### config.mk
export PLATFORM = sky130hd
export DESIGN_NAME = seg_display_mux
export DESIGN_NICKNAME = d
export VERILOG_FILES = /design/src/rtl/seg_display_mux.sv
export SDC_FILE = /design/constraint.sdc
export NUM_CORES = 1
export LEC_CHECK = 0
export BUFFER_PORTS_ARGS = -buffer_cell sky130_fd_sc_hd__buf_2
export CAP_MARGIN = 10
export CORE_ASPECT_RATIO = 1.5
export CORE_UTILIZATION = 47
export DETAILED_ROUTE_END_ITERATION = 10
export GPL_TIMING_DRIVEN = 1
export PLACE_DENSITY = 0.79
export SLEW_MARGIN = 10
export SYNTH_ARGS = -nofsm -noshare
export SYNTH_HDL_FRONTEND = slang
export SYNTH_SLANG_ARGS = --single-unit
### constraint.sdc
create_clock -name clk -period 2.3 [get_ports clk]
set_input_delay 0 -clock clk [delete_from_list [all_inputs] [get_ports clk]]
set_output_delay 0 -clock clk [all_outputs]
set_load 0.01 [all_outputs]
### src/rtl/seg_display_mux.sv
// Time-multiplexed common-anode 7-segment driver: shadowed hex value, decimal points, PWM brightness, scan strobe.
// Define SEG_LZ_BLANK_EN to blank leading-zero digits (the rightmost digit is always shown).
module seg_display_mux #(
  parameter int NUM_DIGITS   = 4,
  parameter int REFRESH_BITS = 18,
  parameter int BRIGHT_BITS  = 4
) (
  input  logic                    clk,
  input  logic                    reset,
  input  logic                    load,
  input  logic [4*NUM_DIGITS-1:0] value,
  input  logic [NUM_DIGITS-1:0]   dp_mask,
  input  logic [BRIGHT_BITS-1:0]  brightness,
  output logic [NUM_DIGITS-1:0]   anode,
  output logic [6:0]              seg,
  output logic                    dp_n,
  output logic                    digit_strobe
);

  localparam int IDX_W = (NUM_DIGITS > 1) ? $clog2(NUM_DIGITS) : 1;
  localparam logic [IDX_W-1:0]        IDX_LEFT = IDX_W'(NUM_DIGITS - 1);
  localparam logic [REFRESH_BITS-1:0] CNT_MAX  = '1;

  function automatic logic [6:0] hex_glyph(input logic [3:0] nib);
    logic [6:0] g;
    g = 7'h7F;
    case (nib)
      4'h0: g = 7'h40;
      4'h1: g = 7'h79;
      4'h2: g = 7'h24;
      4'h3: g = 7'h30;
      4'h4: g = 7'h19;
      4'h5: g = 7'h12;
      4'h6: g = 7'h02;
      4'h7: g = 7'h78;
      4'h8: g = 7'h00;
      4'h9: g = 7'h10;
      4'hA: g = 7'h08;
      4'hB: g = 7'h03;
      4'hC: g = 7'h46;
      4'hD: g = 7'h21;
      4'hE: g = 7'h06;
      4'hF: g = 7'h0E;
      default: g = 7'h7F;
    endcase
    return g;
  endfunction

  // All-ones brightness means always on; otherwise on while the dwell phase is below it.
  function automatic logic pwm_on(input logic [BRIGHT_BITS-1:0] phase,
                                  input logic [BRIGHT_BITS-1:0] bright);
    return (&bright) || (phase < bright);
  endfunction

  // ---- Stage p0: shadow registers, dwell counter, scan index ----
  logic [4*NUM_DIGITS-1:0] shadow_val_p0;
  logic [NUM_DIGITS-1:0]   shadow_dp_p0;
  logic [REFRESH_BITS-1:0] cnt_p0;
  logic [IDX_W-1:0]        idx_p0;

  always_ff @(posedge clk) begin
    if (reset) begin
      shadow_val_p0 <= '0;
      shadow_dp_p0  <= '0;
      cnt_p0        <= '0;
      idx_p0        <= IDX_LEFT;
    end else begin
      if (load) begin
        shadow_val_p0 <= value;
        shadow_dp_p0  <= dp_mask;
      end
      cnt_p0 <= cnt_p0 + 1'b1;
      if (cnt_p0 == CNT_MAX)
        idx_p0 <= (idx_p0 == '0) ? IDX_LEFT : idx_p0 - 1'b1;
    end
  end

  // ---- Decode of p0 state (combinational) ----
  logic [BRIGHT_BITS-1:0] phase_c;
  logic [3:0]             nib_c;
  logic                   blank_c;
  logic [NUM_DIGITS-1:0]  anode_c;

  assign phase_c = cnt_p0[REFRESH_BITS-1 -: BRIGHT_BITS];
  assign nib_c   = shadow_val_p0[idx_p0*4 +: 4];

`ifdef SEG_LZ_BLANK_EN
  // zero_run_c[i] is set when nibble i and every nibble left of it are zero.
  logic [NUM_DIGITS-1:0] zero_run_c;

  always_comb begin
    logic run;
    run        = 1'b1;
    zero_run_c = '0;
    for (int i = NUM_DIGITS - 1; i >= 0; i--) begin
      run           = run && (shadow_val_p0[4*i +: 4] == 4'h0);
      zero_run_c[i] = run;
    end
  end

  assign blank_c = (idx_p0 != '0) && zero_run_c[idx_p0];
`else
  assign blank_c = 1'b0;
`endif

  always_comb begin
    anode_c = '1;
    if (pwm_on(phase_c, brightness))
      anode_c[idx_p0] = 1'b0;
  end

  // ---- Stage p1: registered pin outputs ----
  logic [NUM_DIGITS-1:0] anode_p1;
  logic [6:0]            seg_p1;
  logic                  dp_n_p1;
  logic                  vld_p1;

  always_ff @(posedge clk) begin
    if (reset) begin
      anode_p1 <= '1;
      seg_p1   <= 7'h7F;
      dp_n_p1  <= 1'b1;
      vld_p1   <= 1'b0;
    end else begin
      anode_p1 <= anode_c;
      seg_p1   <= blank_c ? 7'h7F : hex_glyph(nib_c);
      dp_n_p1  <= ~shadow_dp_p0[idx_p0];
      vld_p1   <= (cnt_p0 == '0);
    end
  end

  assign anode        = anode_p1;
  assign seg          = seg_p1;
  assign dp_n         = dp_n_p1;
  assign digit_strobe = vld_p1;

endmodule

==> results.toml <==
[power_and_ir_drop]
power_per_cell_area_nw_per_um2 = 580
p_leak_nw = 1.29
ir_drop_uv = 455

[grt]
grt_pass1_vias = 1863
grt_max_degree = 33
grt_first_pass_wirelength_mm = 8.22
antenna_found_initial = 0
track_usage = 0.195
grt-ovfl-total = 0

[synthesis]
ys_warn_count = 0
synth.avg_cell_area_um2 = 9.81
synthesis.nets = 292
ys_seq_elements = 53
ys_seq_area_frac = 0.433
synth_cell_types = 36
synthCells = 250
ys.flop_type = "dfxtp_1"
yosysTopAreaCellShare = 0.433
netlist_top_cells_area = "dfxtp_1 (43%), mux2i_1 (9.0%), ha_1 (7.7%)"
postSynth.asyncResetShare = 0
synth_top_cell_by_area = "dfxtp_1"
synth-edff-count = 0
synth_area_um2 = 2450

[critical_path]
crit_family = "multiplexers"
cp.arrival_ps = 2350
cp.required_ps = 2540
cp_cell_sequence = "mux4_1, inv_1, ha_1, nand2_1, o21ai_0, nor3b_1, a31oi_1"
critPathKind = "flip-flop to flip-flop"
crit_path_start_kind = "flip-flop"
crit_fanout = 5
crit_buf_inv = 1
slowest_stage = "mux4_1"
worst_setup_path_end_kind = "flip-flop"
cpPeakStageDelay_ps = 710

[detailed_routing]
vias_per_cell = 5.22
drt-initial-drc-count = 36
post_drt_wl_per_cell_um = 13.3
firstDrtPassIters = 4
postRouteWirelength_mm = 4.97
ant_nets = 0
vias = 1952
drc = 0

[clock_network]
clockRootBuffer = "clkbuf_8"
path_clk_slew_ps = 90
clock_latency_ps = 310
cts_inserted_buffers = 5
cts_setup_buffers = 0
clockBufferDepth = 2
cts_max_level = 2
clock_sinks = 53
cts_tree = "done"

[final_layout]
final_cell_mix = "dfxtp_1 (53), nor2_1 (42), buf_2 (39)"
drive_gt1_frac = 0.179
n_antenna_cell = 0
post-route-util = 0.605
final_nets = 349
final_common_cell = "dfxtp_1"
syn2layout_area_growth_pct = 21.6

[floorplanning]
die_x_um = 61.0
row_count = 31
die_area_um2 = 5520
die_h_um = 90.5
initial_core_util = 0.498
io_pins = 40
core_um2 = 4930

[timing]
worstMarginPinSlew_ps = 609
timing.fmax_mhz = 475
min_period_ps = 2110
finalMaxSlewViolations = 0
relSlewSlack = 0.590
rsz0062_at_grt = "no"
finalHoldViolations = 0
finalSetupViolations = 0
finalSetupTns_ps = 0
fin_crit_sh = 0.916
skew_ps = 5.94

[placement]
hpwl_mm = 3.33
io_buffers = 39
gp_congestion = 0.793

[job]
cap_violations = 0

[run_status]
status = "completed"

[hold_path]
min_path_type = "input port to flip-flop"
## worst reg2reg max path: stages, from the launching register on
cell,delay [ps]
dfxtp_1,460
mux4_1,710
inv_1,180
ha_1,270
nand2_1,60
o21ai_0,70
nor3b_1,140
a31oi_1,150
## final cells by class
class                   count  area, um2
multi-input cells         174       1280
fillers                   410       1940
clock buffers               6       82.6
clock inverters             2       13.8
well taps                  66       82.6
flip-flops and latches     53       1060
inverters                  11       41.3
repair buffers             62        418
## stage by stage
step | std cells | power, mW | area [um2] | setup slack (ps) | hold WS (ps)
after floorplan | 250 | 1.12 | 2450 | 366 | 147
after global placement | 346 | 1.17 | 2690 | 350 | 233
after detailed placement | 346 | 1.18 | 2690 | 245 | 241
after CTS | 374 | 1.74 | 2980 | 226 | 153
after global routing | 374 | 1.81 | 2980 | 81.1 | 183
final | 374 | 1.73 | 2980 | 193 | 157
## where the power goes
part           internal, mW  switching (mW)
logic                 0.107          0.0998
registers             0.958          0.0185
clock network         0.245           0.303
## synthesized netlist by cell type (2+ instances only)
library cell,n
dfxtp_1,53
nor2_1,42
mux2i_1,22
ha_1,15
inv_1,11
nand2_1,10
nor3b_1,10
clkbuf_1,8
xor2_1,8
a21oi_1,7
nand4_1,7
xnor2_1,7
nand3_1,5
nor4_1,5
o21ai_0,5
and3_1,3
buf_6,3
mux4_1,3
nand2b_1,3
nor3_1,3
a31oi_1,2
mux4_2,2
nor2b_1,2
o211ai_1,2
## flip-flops by register name, summed over array words and instances (netlist names)
name / cells
anode: 4
cnt_p0: 18
digit_strobe: 1
dp_n: 1
idx_p0: 2
seg: 7
shadow_dp_p0: 4
shadow_val_p0: 16
## logic make-up after synthesis
family,share of synthesized area
XOR/XNOR,0.0536
AO/OA/AOI/OAI,0.0510
AND/OR/NAND/NOR,0.191
buffers and inverters,0.0444
flip-flops,0.433
multiplexers,0.151
adder cells (fa/ha/maj),0.0765
## routing by layer
metal | global-route usage | share of wire | vias up | wire length, um
met3 | 0.0415 | 0.034 | 13 | 170
li1 | - | - | 974 | -
met1 | 0.221 | 0.40 | 915 | 2010
met2 | 0.335 | 0.54 | 50 | 2660
met5 | 0 | 0 | - | 0
met4 | 0.0909 | 0.026 | 0 | 128
## worst paths after layout
kind,start,end,slack [ps],cells after the start
worst max-delay path,idx_p0[0]$_SDFFE_PP1N_,seg[3]$_SDFF_PP1_,190,7
worst min-delay path,reset,cnt_p0[2]$_SDFF_PP0_,160,2
worst max register to register,idx_p0[0]$_SDFFE_PP1N_,seg[3]$_SDFF_PP1_,190,7
worst min register to register,cnt_p0[0]$_SDFF_PP0_,cnt_p0[0]$_SDFF_PP0_,490,1
## repair_timing
action	in CTS	in global routing
endpoints found under the hold margin	20	0
hold buffers	20	0
resized for setup	0	0
Note: power is estimated with default switching activity, not from simulation.
